==> config.mk <==
export PLATFORM = sky130hd
export DESIGN_NAME = dmem_port_arbiter
export DESIGN_NICKNAME = d
export VERILOG_FILES = /design/src/rtl/dmem_arb_pkg.sv /design/src/rtl/dmem_rr_pick.sv /design/src/rtl/dmem_port_arbiter.sv
export SDC_FILE = /design/constraint.sdc
export NUM_CORES = 1
export LEC_CHECK = 0
export ABC_AREA = 1
export ABC_CLOCK_PERIOD_IN_PS = 1600
export CAP_MARGIN = 10
export CORE_ASPECT_RATIO = 1.4
export CORE_MARGIN = 8
export CORE_UTILIZATION = 42
export CTS_BUF_LIST = sky130_fd_sc_hd__clkbuf_8
export DETAILED_ROUTE_END_ITERATION = 6
export PLACE_DENSITY = 0.83
export SLEW_MARGIN = 20
export SYNTH_ARGS = -nofsm -noshare
export SYNTH_HDL_FRONTEND = slang
export SYNTH_HIERARCHICAL = 1
export SYNTH_SLANG_ARGS = --single-unit
==> constraint.sdc <==
create_clock -name clk -period 1.6 [get_ports clk]
set_clock_uncertainty 0.05 [all_clocks]
set_input_delay 0.4 -clock clk [delete_from_list [all_inputs] [get_ports clk]]
set_output_delay 0.4 -clock clk [all_outputs]
set_load 0.02 [all_outputs]
==> src/rtl/dmem_arb_pkg.sv <==
// Shared types and constants for the DataMemory port arbiter.
// Contents:
//   NUM_PORTS    number of requesters sharing DataMemory
//   port_idx_t   requester index (1 bit for two ports)
//   arb_state_e  transaction FSM states: idle, strobe issue, read-data wait
//   is_misaligned  helper for the optional word-alignment check
package dmem_arb_pkg;

    localparam int unsigned NUM_PORTS  = 2;
    localparam int unsigned ADDR_W_DEF = 32;
    localparam int unsigned DATA_W_DEF = 32;

    typedef logic [$clog2(NUM_PORTS)-1:0] port_idx_t;

    typedef enum logic [1:0] {
        ST_IDLE  = 2'd0,
        ST_ISSUE = 2'd1,
        ST_WAIT  = 2'd2
    } arb_state_e;

    // A word access is misaligned when either byte-offset bit is set.
    function automatic logic is_misaligned(input logic [1:0] byte_off);
        return (byte_off != 2'b00);
    endfunction

endpackage

==> src/rtl/dmem_rr_pick.sv <==
// Two-way round-robin picker.
// Ports:
//   valid0, valid1  request valids from port 0 / port 1
//   last_grant      port that won the previous arbitration
//   grant           selected port (meaningful only when any = 1)
//   any             at least one request is valid
// A lone valid always wins; on a tie the port that did not win last time wins.
module dmem_rr_pick
    import dmem_arb_pkg::*;
(
    input  logic      valid0,
    input  logic      valid1,
    input  port_idx_t last_grant,
    output port_idx_t grant,
    output logic      any
);

    // Combinational winner selection.
    always_comb begin
        any   = valid0 | valid1;
        grant = 1'b0;
        if (valid0 && valid1) begin
            grant = ~last_grant;
        end else if (valid1) begin
            grant = 1'b1;
        end else begin
            grant = 1'b0;
        end
    end

endmodule

==> src/rtl/dmem_port_arbiter.sv <==
// Shares the single-port DataMemory between port 0 (CPU load/store) and
// port 1 (auxiliary/DMA/debug loader). Round-robin grant, one transaction in
// flight, every output registered.
// Ports:
//   clk, rst_n                clock, asynchronous active-low reset
//   req<p>_valid/_write/_addr/_wdata   request from port p (held until ready)
//   req<p>_ready              one-cycle accept pulse
//   rsp<p>_valid/_rdata/_err  one-cycle response with load data / echoed store data
//   mem_addr/_wdata/_read/_write       DataMemory command
//   mem_rdata                 DataMemory registered read data
// Build option: DMEM_ARB_ALIGN_CHECK_EN enables the word-alignment check; a
// misaligned winner is accepted but never reaches memory and gets rsp_err=1.
// Timing: accept at edge E0 (strobe raised), memory acts at E1 (strobe dropped),
// read data captured at E2 with the response pulse; idle again from E2.
module dmem_port_arbiter
    import dmem_arb_pkg::*;
#(
    parameter int unsigned ADDR_W = ADDR_W_DEF,
    parameter int unsigned DATA_W = DATA_W_DEF
) (
    input  logic              clk,
    input  logic              rst_n,
    input  logic              req0_valid,
    input  logic              req0_write,
    input  logic [ADDR_W-1:0] req0_addr,
    input  logic [DATA_W-1:0] req0_wdata,
    output logic              req0_ready,
    output logic              rsp0_valid,
    output logic [DATA_W-1:0] rsp0_rdata,
    output logic              rsp0_err,
    input  logic              req1_valid,
    input  logic              req1_write,
    input  logic [ADDR_W-1:0] req1_addr,
    input  logic [DATA_W-1:0] req1_wdata,
    output logic              req1_ready,
    output logic              rsp1_valid,
    output logic [DATA_W-1:0] rsp1_rdata,
    output logic              rsp1_err,
    output logic [ADDR_W-1:0] mem_addr,
    output logic [DATA_W-1:0] mem_wdata,
    output logic              mem_read,
    output logic              mem_write,
    input  logic [DATA_W-1:0] mem_rdata
);

    arb_state_e        state_r, state_s;
    port_idx_t         last_grant_r, last_grant_s;
    port_idx_t         port_r, port_s;
    logic              misalign_r, misalign_s;
    logic [ADDR_W-1:0] mem_addr_r, mem_addr_s;
    logic [DATA_W-1:0] mem_wdata_r, mem_wdata_s;
    logic              mem_read_r, mem_read_s;
    logic              mem_write_r, mem_write_s;
    logic              ready0_r, ready0_s, ready1_r, ready1_s;
    logic              rsp0_valid_r, rsp0_valid_s, rsp1_valid_r, rsp1_valid_s;
    logic [DATA_W-1:0] rsp0_rdata_r, rsp0_rdata_s, rsp1_rdata_r, rsp1_rdata_s;
    logic              rsp0_err_r, rsp0_err_s, rsp1_err_r, rsp1_err_s;

    port_idx_t         grant_s;
    logic              any_s;
    logic              sel_write_s;
    logic [ADDR_W-1:0] sel_addr_s;
    logic [DATA_W-1:0] sel_wdata_s;
    logic              bad_align_s;
    logic [DATA_W-1:0] rsp_data_s;

    dmem_rr_pick u_pick (
        .valid0     (req0_valid),
        .valid1     (req1_valid),
        .last_grant (last_grant_r),
        .grant      (grant_s),
        .any        (any_s)
    );

    // Route the winning port's request fields.
    always_comb begin
        sel_write_s = req0_write;
        sel_addr_s  = req0_addr;
        sel_wdata_s = req0_wdata;
        if (grant_s == 1'b1) begin
            sel_write_s = req1_write;
            sel_addr_s  = req1_addr;
            sel_wdata_s = req1_wdata;
        end else begin
            sel_write_s = req0_write;
            sel_addr_s  = req0_addr;
            sel_wdata_s = req0_wdata;
        end
    end

`ifdef DMEM_ARB_ALIGN_CHECK_EN
    assign bad_align_s = is_misaligned(sel_addr_s[1:0]);
`else
    assign bad_align_s = 1'b0;
`endif

    // A rejected (misaligned) access never touched memory, so it returns zero.
    assign rsp_data_s = misalign_r ? {DATA_W{1'b0}} : mem_rdata;

    // Next-state and next-output computation for the transaction FSM.
    always_comb begin
        state_s      = state_r;
        last_grant_s = last_grant_r;
        port_s       = port_r;
        misalign_s   = misalign_r;
        mem_addr_s   = mem_addr_r;
        mem_wdata_s  = mem_wdata_r;
        mem_read_s   = 1'b0;
        mem_write_s  = 1'b0;
        ready0_s     = 1'b0;
        ready1_s     = 1'b0;
        rsp0_valid_s = 1'b0;
        rsp1_valid_s = 1'b0;
        rsp0_rdata_s = rsp0_rdata_r;
        rsp1_rdata_s = rsp1_rdata_r;
        rsp0_err_s   = 1'b0;
        rsp1_err_s   = 1'b0;
        case (state_r)
            ST_IDLE: begin
                if (any_s) begin
                    state_s      = ST_ISSUE;
                    last_grant_s = grant_s;
                    port_s       = grant_s;
                    misalign_s   = bad_align_s;
                    mem_addr_s   = sel_addr_s;
                    mem_wdata_s  = sel_wdata_s;
                    if (grant_s == 1'b1) begin
                        ready1_s = 1'b1;
                    end else begin
                        ready0_s = 1'b1;
                    end
                    // Misaligned winners still walk ISSUE/WAIT, just without a strobe.
                    if (!bad_align_s) begin
                        mem_read_s  = ~sel_write_s;
                        mem_write_s = sel_write_s;
                    end else begin
                        mem_read_s  = 1'b0;
                        mem_write_s = 1'b0;
                    end
                end else begin
                    state_s = ST_IDLE;
                end
            end
            ST_ISSUE: begin
                state_s = ST_WAIT;
            end
            ST_WAIT: begin
                state_s = ST_IDLE;
                if (port_r == 1'b1) begin
                    rsp1_valid_s = 1'b1;
                    rsp1_rdata_s = rsp_data_s;
                    rsp1_err_s   = misalign_r;
                end else begin
                    rsp0_valid_s = 1'b1;
                    rsp0_rdata_s = rsp_data_s;
                    rsp0_err_s   = misalign_r;
                end
            end
            default: begin
                state_s = ST_IDLE;
            end
        endcase
    end

    // State and output registers; async reset also drops strobes mid-transaction.
    always_ff @(posedge clk or negedge rst_n) begin
        if (!rst_n) begin
            state_r      <= ST_IDLE;
            last_grant_r <= 1'b1;
            port_r       <= 1'b0;
            misalign_r   <= 1'b0;
            mem_addr_r   <= {ADDR_W{1'b0}};
            mem_wdata_r  <= {DATA_W{1'b0}};
            mem_read_r   <= 1'b0;
            mem_write_r  <= 1'b0;
            ready0_r     <= 1'b0;
            ready1_r     <= 1'b0;
            rsp0_valid_r <= 1'b0;
            rsp1_valid_r <= 1'b0;
            rsp0_rdata_r <= {DATA_W{1'b0}};
            rsp1_rdata_r <= {DATA_W{1'b0}};
            rsp0_err_r   <= 1'b0;
            rsp1_err_r   <= 1'b0;
        end else begin
            state_r      <= state_s;
            last_grant_r <= last_grant_s;
            port_r       <= port_s;
            misalign_r   <= misalign_s;
            mem_addr_r   <= mem_addr_s;
            mem_wdata_r  <= mem_wdata_s;
            mem_read_r   <= mem_read_s;
            mem_write_r  <= mem_write_s;
            ready0_r     <= ready0_s;
            ready1_r     <= ready1_s;
            rsp0_valid_r <= rsp0_valid_s;
            rsp1_valid_r <= rsp1_valid_s;
            rsp0_rdata_r <= rsp0_rdata_s;
            rsp1_rdata_r <= rsp1_rdata_s;
            rsp0_err_r   <= rsp0_err_s;
            rsp1_err_r   <= rsp1_err_s;
        end
    end

    assign req0_ready = ready0_r;
    assign req1_ready = ready1_r;
    assign rsp0_valid = rsp0_valid_r;
    assign rsp1_valid = rsp1_valid_r;
    assign rsp0_rdata = rsp0_rdata_r;
    assign rsp1_rdata = rsp1_rdata_r;
    assign rsp0_err   = rsp0_err_r;
    assign rsp1_err   = rsp1_err_r;
    assign mem_addr   = mem_addr_r;
    assign mem_wdata  = mem_wdata_r;
    assign mem_read   = mem_read_r;
    assign mem_write  = mem_write_r;

endmodule

Word level (Yosys, flattened, before mapping)
Cells that the tools add are included.
{ "totals": {"input_bits": 166, "regBits": 138} }
{ "classes": {"reduce_logical": 5, "muxes": 21, "bitwise_logic": 4, "n_eq_ne": 2} }
{ "ops": {"columns": ["cell", "count"], "rows": [
  ["32-bit 2-to-1 mux", 2],
  ["1-bit 2-to-1 mux", 18],
  ["2-bit AND reduction", 3],
  ["2-bit one-hot mux with 2 select lines", 1],
  ["1-bit inverter", 3],
  ["2-bit by 1-bit == test with 1-bit output (second input constant)", 1],
  ["2-bit == test (second input constant)", 1],
  ["2-bit logical NOT", 1],
  ["1-bit logical AND", 1],
  ["1-bit OR", 1]
]} }

Logic depth before layout (Yosys ltp)
{ "depth": {"depth_word": 6, "depth_mapped": 10, "depth_no_buf": 7} }

Cells and area by module
The synthesis kept the hierarchy.
{ "by_module_without_submodules": {"columns": ["mod", "cells_each", "n_inst", "area_per_inst_um2"], "rows": [
  ["dmem_port_arbiter", 790, 1, 6170.9],
  ["dmem_rr_pick", 3, 1, 15.0]
]} }

Worst setup path before layout
Ideal clock, no wire load.
{ "synth_path": {"path_kind": "register -> register", "start": "reg last_grant_r", "end": "reg mem_addr_r[0], in the netlist mem_addr[0]", "synth_period_minus_slack_ns": 1.349, "setup_ns": 0.116, "path_stages_with_launch": 9, "slack_ns": 0.251, "t_arrival_ns": 1.183, "required_time_ns": 1.434, "cell_sequence": "dfstp_2 > a21oi_1 > buf_2 > buf_4 > buf_2 > nand2_1 > nand2_1 > nand2_1 > nand2_1"} }
{ "synth_between": {"elab_chain_len": 3} }
{ "synth_lines": {"columns": ["item", "line_no", "source"], "rows": [
  ["from (decl)", "dmem_port_arbiter.sv:47", "port_idx_t last_grant_r, last_grant_s;"],
  ["from (signal assigned)", "dmem_port_arbiter.sv:186", "last_grant_r <= last_grant_s;"],
  ["1-bit inverter", "dmem_rr_pick.sv:23", "grant = ~last_grant;"],
  ["1-bit 2-to-1 mux", "dmem_rr_pick.sv:22", "if (valid0 && valid1) begin"],
  ["named net grant_s", "dmem_port_arbiter.sv:59", "port_idx_t grant_s;"],
  ["32-bit 2-to-1 mux", "dmem_port_arbiter.sv:80", "if (grant_s == 1'b1) begin"],
  ["to (signal assigned)", "dmem_port_arbiter.sv:172", "mem_addr_r <= {ADDR_W{1'b0}};"],
  ["to (signal assigned)", "dmem_port_arbiter.sv:189", "mem_addr_r <= mem_addr_s;"],
  ["to (decl)", "dmem_port_arbiter.sv:50", "logic [ADDR_W-1:0] mem_addr_r, mem_addr_s;"]
]} }
The timed path passes the listed nets, and every way through them passes these cells.
A chain may end at the register's enable or synchronous reset.

Worst setup path after layout
{ "layout_path": {"start": "reg rsp1_valid_r, in the netlist rsp1_valid", "end": "out rsp1_valid"} }
{ "layout_rtl": {"columns": ["item", "line_no", "source"], "rows": [
  ["from (decl)", "dmem_port_arbiter.sv:55", "logic rsp0_valid_r, rsp0_valid_s, rsp1_valid_r, rsp1_valid_s;"],
  ["from (signal assigned)", "dmem_port_arbiter.sv:196", "rsp1_valid_r <= rsp1_valid_s;"],
  ["to (decl)", "dmem_port_arbiter.sv:36", "output logic rsp1_valid,"]
]} }
No word-level cell between the ends.

==> out/qor.yml <==
path_buf_inv: 1
period_minus_slack_ns: 1.55
cts.sinks: 138
nFillCells: 1240
crit_required_ns: 1.15
power_density_nw_per_um2: 1920
clk_pin_slew_ns: 0.09
vias: 6086
synth-compound-area-share: 0.0275
yosysMostFrequentCell: "nand2_1"
fmax_mhz: 646
cp_top_family: "flip-flops"
clock-root-buffer: "clkbuf_8"
yosys.cell_types.count: 22
drv_cap: 0
ios: 302
r2r_cells: 7
synth_top_family_by_area: "simple AND/OR/NAND/NOR gates"
crit_path_end_kind: "output pin"
die_y_um: 160
post-route-period-util: 0.968
synth_seq_area_share: 0.558
post_cts_buffers: 0
grt.total_usage: 0.219
hold-worst-slack_ns: 0.370
critPathMaxFanout: 1
netlist_top_cells_count: "487 x nand2_1, 137 x dfrtp_1, 38 x inv_1"
place_area_sq_um: 9410
start_util: 0.428
rsz0062_at_grt: "false"
synth_seq_cells: 138
min_path_type: "in -> async"
ir_drop_mv: 0.846
drv_slew: 0
core.rowCount: 52
worstPathArrival_ns: 1.10
leakage_nw: 5.12
drtIter0Drc: 392
avgRoutedWirePerCell_um: 16.2
antenna_cells: 0
portBuffers: 299
reg2reg_from: "last_grant_r$_DFFE_PN1P_"
tritoncts: "built"
synth_area_sq_um: 6190
cp_slowest_stage_delay_ns: 0.36
area_growth_pct: 52.6
yosys_warnings: 6
start_kind: "flip-flop"
setup_viol: 0
grt-ovfl-total: 0
ys.flop_type: "dfrtp_1"
clkLatencyLatePin_ns: 0.41
core_region_area_sq_um: 14400
critical_path_depth: 1
hold_violations: 0
synth_async_sr_flop_share: 1.00
synthTopCellsByArea: "dfrtp_1 55%, nand2_1 30%, nand4_1 3.2%, inv_1 2.3%, o21ai_1 1.9%"
r2r-end: "mem_wdata[9]$_DFFE_PN0P_"
antenna_found_initial: 0
cp-startpoint: "rsp1_valid$_DFF_PN0_"
synth_top_area_frac: 0.554
critical_path.cell_chain: "dlygate4sd2_1"
finish.instance_area_sq_um: 9440
h-tree-depth: 4
r2r_slack_ns: 0.28
grt_max_degree: 66
drive_gt1_frac: 0.175
remaining_drc_errors: 0
yosys.area_share.xor_xnor: 0
die_area_sq_um: 18900
gp_congestion: 0.818
final_net_count: 1253
drtAntennaViolNets: 0
synth_edf_count: 0
synth_adder_area_share: 0
synth.largest_area_cell: "dfrtp_1"
syn_avg_cell_area_sq_um: 7.80
wirelength_um: 20900
syn_inst: 793
status: "finished, final reports clean"
cts_made_buffers: 17
fp.dieW_um: 119
drtPass1Iterations: 5
viasPerCell: 4.72
path_class: "reg -> out"
dp_hpwl_um: 15600
grt_pass1_wl_um: 33400
muxShareOfSynthArea: 0
cp_slowest_cell: "dfrtp_1"
synthSimpleGateAreaFrac: 0.339
clockBufferDepth: 2
grt_pass1_vias: 6317
crit_end: "rsp1_valid"
stage by stage:
step	instances	TNS [ns]	setup WS (ns)	utilization	power, mW
2_1_floorplan	794	0	0.251	-	11.2
3_3_place_gp	1256	-16.20	-0.248	0.651	16.1
3_5_place_dp	1256	-16.60	-0.270	0.651	16.3
4_1_cts	1289	0	0.000151	0.685	18.9
5_1_grt	1289	0	0.000301	0.654	19.4
6_report	1289	0	0.0511	0.654	18.1
layout by cell type, fill, tap and decap left out:
| cell type | Yosys | final |
|---|---|---|
| clkbuf_8 | 0 | 17 |
| inv_6 | 0 | 6 |
| buf_6 | 7 | 1 |
| clkinv_4 | 0 | 1 |
| a21oi_4 | 0 | 1 |
| nand4_1 | 32 | 32 |
| inv_8 | 0 | 1 |
| dlygate4sd2_1 | 0 | 1 |
| clkinvlp_4 | 0 | 2 |
| clkdlybuf4s15_1 | 0 | 7 |
| inv_1 | 38 | 38 |
| conb_1 | 1 | 2 |
| buf_2 | 14 | 11 |
| or2_1 | 1 | 1 |
| buf_12 | 0 | 8 |
| dlygate4sd3_1 | 0 | 1 |
| nand3_1 | 2 | 2 |
| o21ai_1 | 23 | 23 |
| nor2_1 | 3 | 3 |
| nand3_2 | 1 | 1 |
| a21oi_1 | 2 | 1 |
| clkdlybuf4s15_2 | 0 | 33 |
| bufinv_16 | 0 | 4 |
| dfstp_2 | 1 | 1 |
| nor2_4 | 1 | 2 |
| clkdlybuf4s50_1 | 0 | 164 |
| buf_4 | 14 | 18 |
| clkbuf_2 | 1 | 81 |
| dfrtp_1 | 137 | 137 |
| o21ai_0 | 9 | 9 |
| nand2_1 | 487 | 487 |
| nand2_2 | 2 | 2 |
| inv_2 | 1 | 2 |
power by group:
group	switching, mW	internal [mW]
Sequential	0.966	5.16
Clock	1.45	1.74
Combinational	5.67	3.15
repair_timing:
| action | 4_1_cts | 5_1_grt |
|---|---|---|
| hold endpoints to repair | 26 | 0 |
| pin swaps | 0 | 0 |
| hold buffers | 1 | 0 |
| gates resized for setup | 299 | 104 |
| endpoints found under the setup margin | 133 | 96 |
state kept, by name, indices dropped and copies added, names as in the netlist:
signal        count
mem_write         1
req0_ready        1
port_r            1
mem_wdata        32
state_r           2
mem_addr         32
last_grant_r      1
req1_ready        1
rsp0_rdata       32
rsp1_rdata       32
mem_read          1
rsp1_valid        1
rsp0_valid        1
worst min path at each step:
stage                     startpoint                          to  depth (start not counted)
after global routing           rst_n  rsp1_rdata[14]$_DFFE_PN0P_                          2
after CTS                      rst_n  rsp1_rdata[18]$_DFFE_PN0P_                          2
after global placement         rst_n  rsp1_rdata[18]$_DFFE_PN0P_                          1
final                          rst_n  rsp1_rdata[18]$_DFFE_PN0P_                          2
after floorplan                rst_n     mem_addr[0]$_DFFE_PN0P_                          0
after detailed placement       rst_n  rsp1_rdata[18]$_DFFE_PN0P_                          1
metal layers:
layer	track usage	vias to the layer above	routed length, um
met5	0	-	0
met4	0.0894	0	599
met3	0.0827	35	1940
met2	0.362	294	10000
met1	0.248	2756	8270
li1	-	3001	-
final cells by class:
| cell class | instances | area [sq um] | share of cell area |
|---|---|---|---|
| inverters | 39 | 146 | 0.0155 |
| clock buffers | 17 | 234 | 0.0248 |
| multi-input cells | 566 | 2290 | 0.243 |
| clock inverters | 15 | 211 | 0.0224 |
| well taps | 189 | 236 | 0.0250 |
| repair buffers | 325 | 2870 | 0.304 |
| flip-flops and latches | 138 | 3450 | 0.366 |
cell families (layout without fill, tap and decap cells):
group | after synthesis | in the layout
buf+inv | 90 | 396
simple gates | 530 | 530
other cells | 1 | 2
flops | 138 | 138
compound gates | 34 | 34
No activity file was read; power rests on OpenSTA's default activity.
